[src/rtl/exec_sequencer.sv]
// exec_sequencer: fetch/execute controller that steps a 4-bit accumulator CPU through an instruction ROM
// Ports: clk/rst_n (async active-low); start pulse; imem_req/imem_addr/imem_valid/imem_data fetch
// handshake; exe_opcode/exe_operand to the execution unit, exe_result back; acc, pc, busy,
// halted, fetch_err status. Optional EXEC_SEQ_SINGLE_STEP_EN adds input step and a PAUSE state.
module exec_sequencer #(
  parameter int PC_W     = 4,
  parameter int MAX_WAIT = 15
) (
  input  logic            clk,
  input  logic            rst_n,
  input  logic            start,
`ifdef EXEC_SEQ_SINGLE_STEP_EN
  input  logic            step,
`endif
  output logic            imem_req,
  output logic [PC_W-1:0] imem_addr,
  input  logic            imem_valid,
  input  logic [7:0]      imem_data,
  output logic [3:0]      exe_opcode,
  output logic [3:0]      exe_operand,
  input  logic [3:0]      exe_result,
  output logic [3:0]      acc,
  output logic [PC_W-1:0] pc,
  output logic            busy,
  output logic            halted,
  output logic            fetch_err
);
  localparam int WW = $clog2(MAX_WAIT + 2);
  typedef enum logic [2:0] {
    S_IDLE,
    S_FETCH,
    S_EXEC,
    S_WB,
    S_HALT,
`ifdef EXEC_SEQ_SINGLE_STEP_EN
    S_PAUSE,
`endif
    S_ERR
  } state_t;
  state_t          r_state, w_next;
  logic [PC_W-1:0] r_pc;
  logic [3:0]      r_acc, w_acc_nx;
  logic [7:0]      r_ir;
  logic [WW-1:0]   r_wait;
  logic            w_idle, w_last_wait;
  assign w_idle      = (r_state == S_IDLE) || (r_state == S_HALT) || (r_state == S_ERR);
  assign w_last_wait = (r_wait == WW'(MAX_WAIT));
  assign imem_req    = (r_state == S_FETCH);
  assign imem_addr   = r_pc;
  assign pc          = r_pc;
  assign acc         = r_acc;
  // The instruction register feeds the unit directly, so the operands hold between instructions.
  assign exe_opcode  = r_ir[7:4];
  assign exe_operand = r_ir[3:0];
  assign busy        = !w_idle;
  assign halted      = (r_state == S_HALT);
  assign fetch_err   = (r_state == S_ERR);
  assign w_acc_nx = (exe_opcode == 4'h0) ? r_acc + exe_result :
                    (exe_opcode == 4'h1) ? r_acc - exe_result :
                    (exe_opcode == 4'h2) ? r_acc & exe_result :
                    (exe_opcode == 4'h3) ? r_acc | exe_result : r_acc;
  always_comb begin
    w_next = r_state;
    case (r_state)
      S_IDLE, S_HALT, S_ERR: w_next = start ? S_FETCH : r_state;
      S_FETCH: w_next = imem_valid ? ((imem_data[7:4] == 4'hF) ? S_HALT : S_EXEC) :
                        w_last_wait ? S_ERR : S_FETCH;
      S_EXEC: w_next = S_WB;
`ifdef EXEC_SEQ_SINGLE_STEP_EN
      S_WB: w_next = S_PAUSE;
      S_PAUSE: w_next = step ? S_FETCH : S_PAUSE;
`else
      S_WB: w_next = S_FETCH;
`endif
      default: w_next = S_IDLE;
    endcase
  end
  always_ff @(posedge clk or negedge rst_n) begin
    if (!rst_n) r_state <= S_IDLE;
    else        r_state <= w_next;
  end
  always_ff @(posedge clk or negedge rst_n) begin
    if (!rst_n) begin
      r_pc   <= '0;
      r_acc  <= '0;
      r_ir   <= '0;
      r_wait <= '0;
    end else if (w_idle) begin
      if (start) begin
        r_pc   <= '0;
        r_acc  <= '0;
        r_wait <= '0;
      end
    end else if (r_state == S_FETCH) begin
      if (imem_valid) begin
        r_ir   <= imem_data;
        r_wait <= '0;
      end else if (!w_last_wait) begin
        r_wait <= r_wait + 1'b1;
      end
    end else if (r_state == S_WB) begin
      r_acc <= w_acc_nx;
      r_pc  <= r_pc + 1'b1;
    end
  end
endmodule

[config.mk]
export PLATFORM = sky130hd
export DESIGN_NAME = exec_sequencer
export DESIGN_NICKNAME = d
export VERILOG_FILES = /design/src/rtl/exec_sequencer.sv
export SDC_FILE = /design/constraint.sdc
export NUM_CORES = 1
export LEC_CHECK = 0
export CELL_PAD_IN_SITES_DETAIL_PLACEMENT = 1
export CELL_PAD_IN_SITES_GLOBAL_PLACEMENT = 1
export CORE_MARGIN = 4
export CORE_UTILIZATION = 41
export CTS_BUF_LIST = sky130_fd_sc_hd__clkbuf_4 sky130_fd_sc_hd__clkbuf_8
export DETAILED_ROUTE_END_ITERATION = 16
export GPL_TIMING_DRIVEN = 1
export MAX_ROUTING_LAYER = met4
export PLACE_DENSITY = 0.88
export SYNTH_ARGS = -nofsm -noshare
export SYNTH_HDL_FRONTEND = slang
export SYNTH_SLANG_ARGS = --single-unit
[constraint.sdc]
create_clock -name clk -period 3.5 [get_ports clk]
set_input_delay 0.525 -clock clk [delete_from_list [all_inputs] [get_ports clk]]
set_output_delay 0.525 -clock clk [all_outputs]
set_load 0.02 [all_outputs]
### Yosys cells after proc, flatten, opt, wreduce, memory -nomap -nowiden

Cells that the tools add are included.

* $add $sub $neg: 4
* reductions and logical operators: 13
* $lt $le $gt $ge: 0
* mux-type cells: 21
* multiply operators: 0
* shift-type cells: 0
* bitwise operators: 3
* equal/unequal tests: 14
* div/mod/pow operators: 0

Operators with widths (number)
* 4-bit 2-to-1 mux: 11
* 5-bit 2-to-1 mux: 5
* 3-bit 2-to-1 mux: 4
* 3-bit one-hot mux with 4 select lines: 1
* 3-bit AND reduction: 3
* 4-bit by 2-bit == test with 1-bit output, second input constant: 2
* 3-bit by 2-bit == test with 1-bit output, second input constant: 2
* 3-bit == test, second input constant: 2
* 5-bit by 1-bit adder with 5-bit output, second input constant: 1
* 5-bit by 4-bit == test with 1-bit output, second input constant: 1
* 5-bit nonzero test: 1
* 4-bit by 1-bit adder with 4-bit output, second input constant: 1
* 4-bit adder: 1
* 4-bit bitwise AND: 1
* 4-bit by 1-bit == test with 1-bit output, second input constant: 1
* 4-bit == test, second input constant: 1
* 4-bit zero test: 1
* 2-bit inequality test, second input constant: 2
* 4-bit OR: 1
* 4-bit AND reduction: 1
* 2-bit nonzero test: 2
* 4-bit subtractor: 1
* 3-bit by 1-bit == test with 1-bit output, second input constant: 1
* 3-bit zero test: 1
* other kinds (6): 7

* bits in read-only memories: 0
* bits in latches: 0
* RAM bits: 0
* memories: 0
* register bits: 24
* input port bits: 16
* output and inout bits: 24

### Logic depth before layout (Yosys ltp)

* depth after elaboration: 8
* mapped depth: 7
* mapped depth without buffers: 7

### Least setup slack after synthesis

Ideal clock, no wire load.

* path kind: register to register
* start point: register r_wait[0]
* end point: register r_wait[3]
* library setup time: 0.077 ns
* buffers on the path: 0
* stages on the path, launching flop included: 8
* path slack: 1.534 ns
* period minus slack after synthesis: 1.966 ns
* arrival time: 1.888 ns
* cell sequence: dfrtp_1 -> ha_1 -> and3_1 -> ha_1 -> nor4bb_1 -> a211o_4 -> or3_1 -> a21oi_1

* longest elaborated chain between the ends: 5
* elaborated cells between the ends (all ways): 8

Ends and longest elaborated chain
* from (decl): line 44 `logic [WW-1:0] r_wait;`
* from (signal assigned): line 99 `r_wait <= r_wait + 1'b1;`
* 5-bit by 1-bit adder with 5-bit output: line 99
* 5-bit 2-to-1 mux: line 98 `end else if (!w_last_wait) begin`
* 5-bit 2-to-1 mux: line 95 `if (imem_valid) begin`
* 5-bit 2-to-1 mux: line 94 `end else if (r_state == S_FETCH) begin`
* 5-bit 2-to-1 mux: line 88 `end else if (w_idle) begin`

Several ways; a longest one is shown, not always the timed one. The select of a mux whose other input is x is not followed.
A chain may end at the register's enable or synchronous reset.

### Worst setup path after layout

* start point: register r_state[1]
* end point: output port imem_req

* longest elaborated chain between the ends: 1

Ends and longest elaborated chain
* from (decl): line 40 `state_t r_state, w_next;`
* from (signal assigned): line 80 `else r_state <= w_next;`
* 3-bit by 1-bit == test with 1-bit output: line 48 `assign imem_req = (r_state == S_FETCH);`
* to (decl): line 15 `output logic imem_req,`

No other way between the ends.

==> flow_summary.ini <==
[floorplanning]
die_area_um2 = 4925
row_count = 22
initial_core_util_pct = 42.98
core_area_um2 = 3689
die_h_um = 70.18
die_w_um = 70.18
ios = 40

[synthesis]
synth_top_cell_by_area = dfrtp_1
synth_top_area_share_pct = 37.88
ys_seq_area_share_pct = 37.88
syn_area_um2 = 1585
ys_types = 45
avgSynthCellArea_um2 = 9.786
synth_cells = 162
synthTopCellsByArea = dfrtp_1 (38%), ha_1 (11%), mux2_1 (5.7%), a21oi_1 (5.4%), mux2i_1 (3.2%)
syn_nets = 194
ys_ff_latch = 24
yosys_warnings = 0

[drt]
dr.pass1.iters = 4
avgViaCountPerCell = 5.498
wire_per_inst_um = 17.33
routed_wl_um = 4212
vias = 1336
ant_nets = 0
first_iter_violations = 73
post-route-drc-count = 0

[final_layout]
diodes = 0
regArea_um2 = 600.6
syn2layout_area_growth_pct = 29.20
fill_cells = 423
layoutNonFillerInstCount = 243
finalNetCount = 228
multiInputGateArea_um2 = 877.1
drive_gt1_share_pct = 4.615

[power]
pwr-share-comb_pct = 52.7
p_leak_nw = 0.8958
pwr-share-clk_pct = 14.6
p_switching_mw = 0.7434
power.share.switching_pct = 43.65
seqPwrFrac_pct = 32.8
p_int_mw = 0.9597
irDropWorstVdd_mv = 0.5291
power.density_nw_per_um2 = 831.5

[clocking]
clockBufferDepth = 2
clock_latency_ns = 0.27
cts_buffers = 3
htreeDepth = 1
ctsResizeCount = 0
postCtsHoldBufs = 0
clk_pin_slew_ns = 0.09
cts_sinks = 24
cts_tree = done
root_buffer = clkbuf_8
postCtsSetupBuffers = 0

[critical_path]
cp_max_fo = 21
end_kind = primary output
cp-start-kind = register
cp.arrival_ns = 1.85
critPathRequiredTime_ns = 2.97
critPathKind = reg2out

[sta]
finalCritPeriodShare_pct = 67.75
rsz0062_at_grt = no
whs_ns = 0.4981
slew_violations = 0
tns_ns = 0
finClkSkew_ns = 0.004308
fmax_ghz = 0.4217
post-route-min-period_ns = 2.371
maxSlewHeadroom_pct = 26.67
tightest_slew_ns = 1.096
hold_viol_final = 0
setup_viol = 0

[global_routing]
grt_max_degree = 25
grt_pass1_vias = 1477
grt.busiest_layer = met2
grt_util_met3_pct = 3.741
grt_pass1_wl_um = 7258
antenna_found_initial = 0
grt_util_met2_pct = 32.95
grt-ovfl-total = 0
use_met1_pct = 21.41
grt_use_total_pct = 18.49

[status]
status = finished clean

[placement]
routabilityCongestion = 0.9264
dp_cells = 239
port_buffers = 39
dp_hpwl_um = 3212

[worst_hold_path]
hold_class = reg2reg

[job]
maxCapViolCount = 0
[stage by stage]
stage                     worst slack (ns)  util, %  power, mW  instance area [um^2]
after floorplan                      1.534        -      1.099                  1585
after global placement               1.136    53.60      1.387                  1977
after detailed placement             1.015    53.60      1.457                  1977
after CTS                            1.103    55.53      1.717                  2048
after global routing                 1.032    55.53      1.826                  2048
final                                1.129    55.53      1.703                  2048
[flip-flops by register name, summed over array words and instances (netlist names)]
register   count
r_wait         5
imem_addr      4
r_ir           8
acc            4
r_state        3
[cell usage after synthesis, drive strengths merged]
cell     instances
a211o            1
a211oi           2
a21o             1
a21oi           17
a22o             1
and2             1
and3             2
and3b            1
and4             1
buf              8
clkbuf           2
dfrtp           24
fa               2
ha              14
inv             13
mux2            10
mux2i            5
nand2            9
nand2b           2
nand3            3
nand3b           1
nand4            2
nand4b           1
nor2            13
nor2b            2
nor3             1
nor3b            1
nor4             3
nor4bb           1
o21a             1
o21ai            3
o21bai           3
o221ai           1
o22ai            3
o2bb2ai          1
o31ai            2
or2b             1
or3              1
or4              1
xnor2            1
[worst paths after layout]
path | from | to | slack [ns] | cells after the start
setup / recovery | r_state[1] | imem_req | 1.13 | 2
hold / removal | r_ir[1] | r_ir[1] | 0.50 | 1
setup reg to reg | r_wait[0] | r_wait[3] | 1.38 | 7
hold reg to reg | r_ir[1] | r_ir[1] | 0.50 | 1
max in group asynchronous | rst_n | r_wait[1] | 2.00 | 1
min in group asynchronous | rst_n | r_wait[3] | 0.84 | 1
[cells by family after synthesis]
group,synth area share [%]
adders and majority gates,13.58
buffers and inverters,6.788
AOI/OAI and AO/OA,14.52
DFF,37.89
and+or+nand+nor,16.42
muxes,10.26
xor gates and xnor gates,0.5526
[final cells by class]
type,instances,share of cell area (%)
sequential,24,29.32
tap,48,2.932
clock inverter,1,1.466
clock buffer,3,2.016
inverter,13,2.382
timing repair buffer,39,19.06
multi-input combinational,115,42.82
[placed cells by master (no fill, tap or decap), types with 2 or more instances in the layout]
| cell type | instances |
|---|---|
| clkdlybuf4s50_1 | 39 |
| dfrtp_1 | 24 |
| a21oi_1 | 17 |
| ha_1 | 14 |
| inv_1 | 13 |
| nor2_1 | 13 |
| nand2_1 | 8 |
| mux2_1 | 8 |
| mux2i_1 | 5 |
| o21bai_1 | 3 |
| o21ai_0 | 3 |
| o22ai_1 | 3 |
| nand3_1 | 3 |
| nor4_1 | 3 |
| clkbuf_8 | 3 |
| and3_1 | 2 |
| nor2b_1 | 2 |
| o31ai_1 | 2 |
| mux2_2 | 2 |
| nand4_1 | 2 |
| a211oi_1 | 2 |
| fa_1 | 2 |
[power by group through the flow]
stage	Clock [mW]	Sequential, mW	Combinational (mW)
2_1_floorplan	0	0.558	0.541
3_3_place_gp	0	0.546	0.841
3_5_place_dp	0	0.563	0.894
4_1_cts	0.254	0.557	0.906
5_1_grt	0.260	0.587	0.979
6_report	0.248	0.558	0.897
[critical path, stage by stage (launching register included)]
cell,delay (ns)
dfrtp_1,0.64
nor2_1,0.30
clkdlybuf4s50_1,0.64
[routing by layer]
layer | wire length, um | vias to the layer above
met5 | 0 | -
met4 | 59 | 0
met3 | 171 | 6
met2 | 2207 | 36
met1 | 1774 | 657
li1 | - | 637
Note: power is estimated with default switching activity, not from simulation.
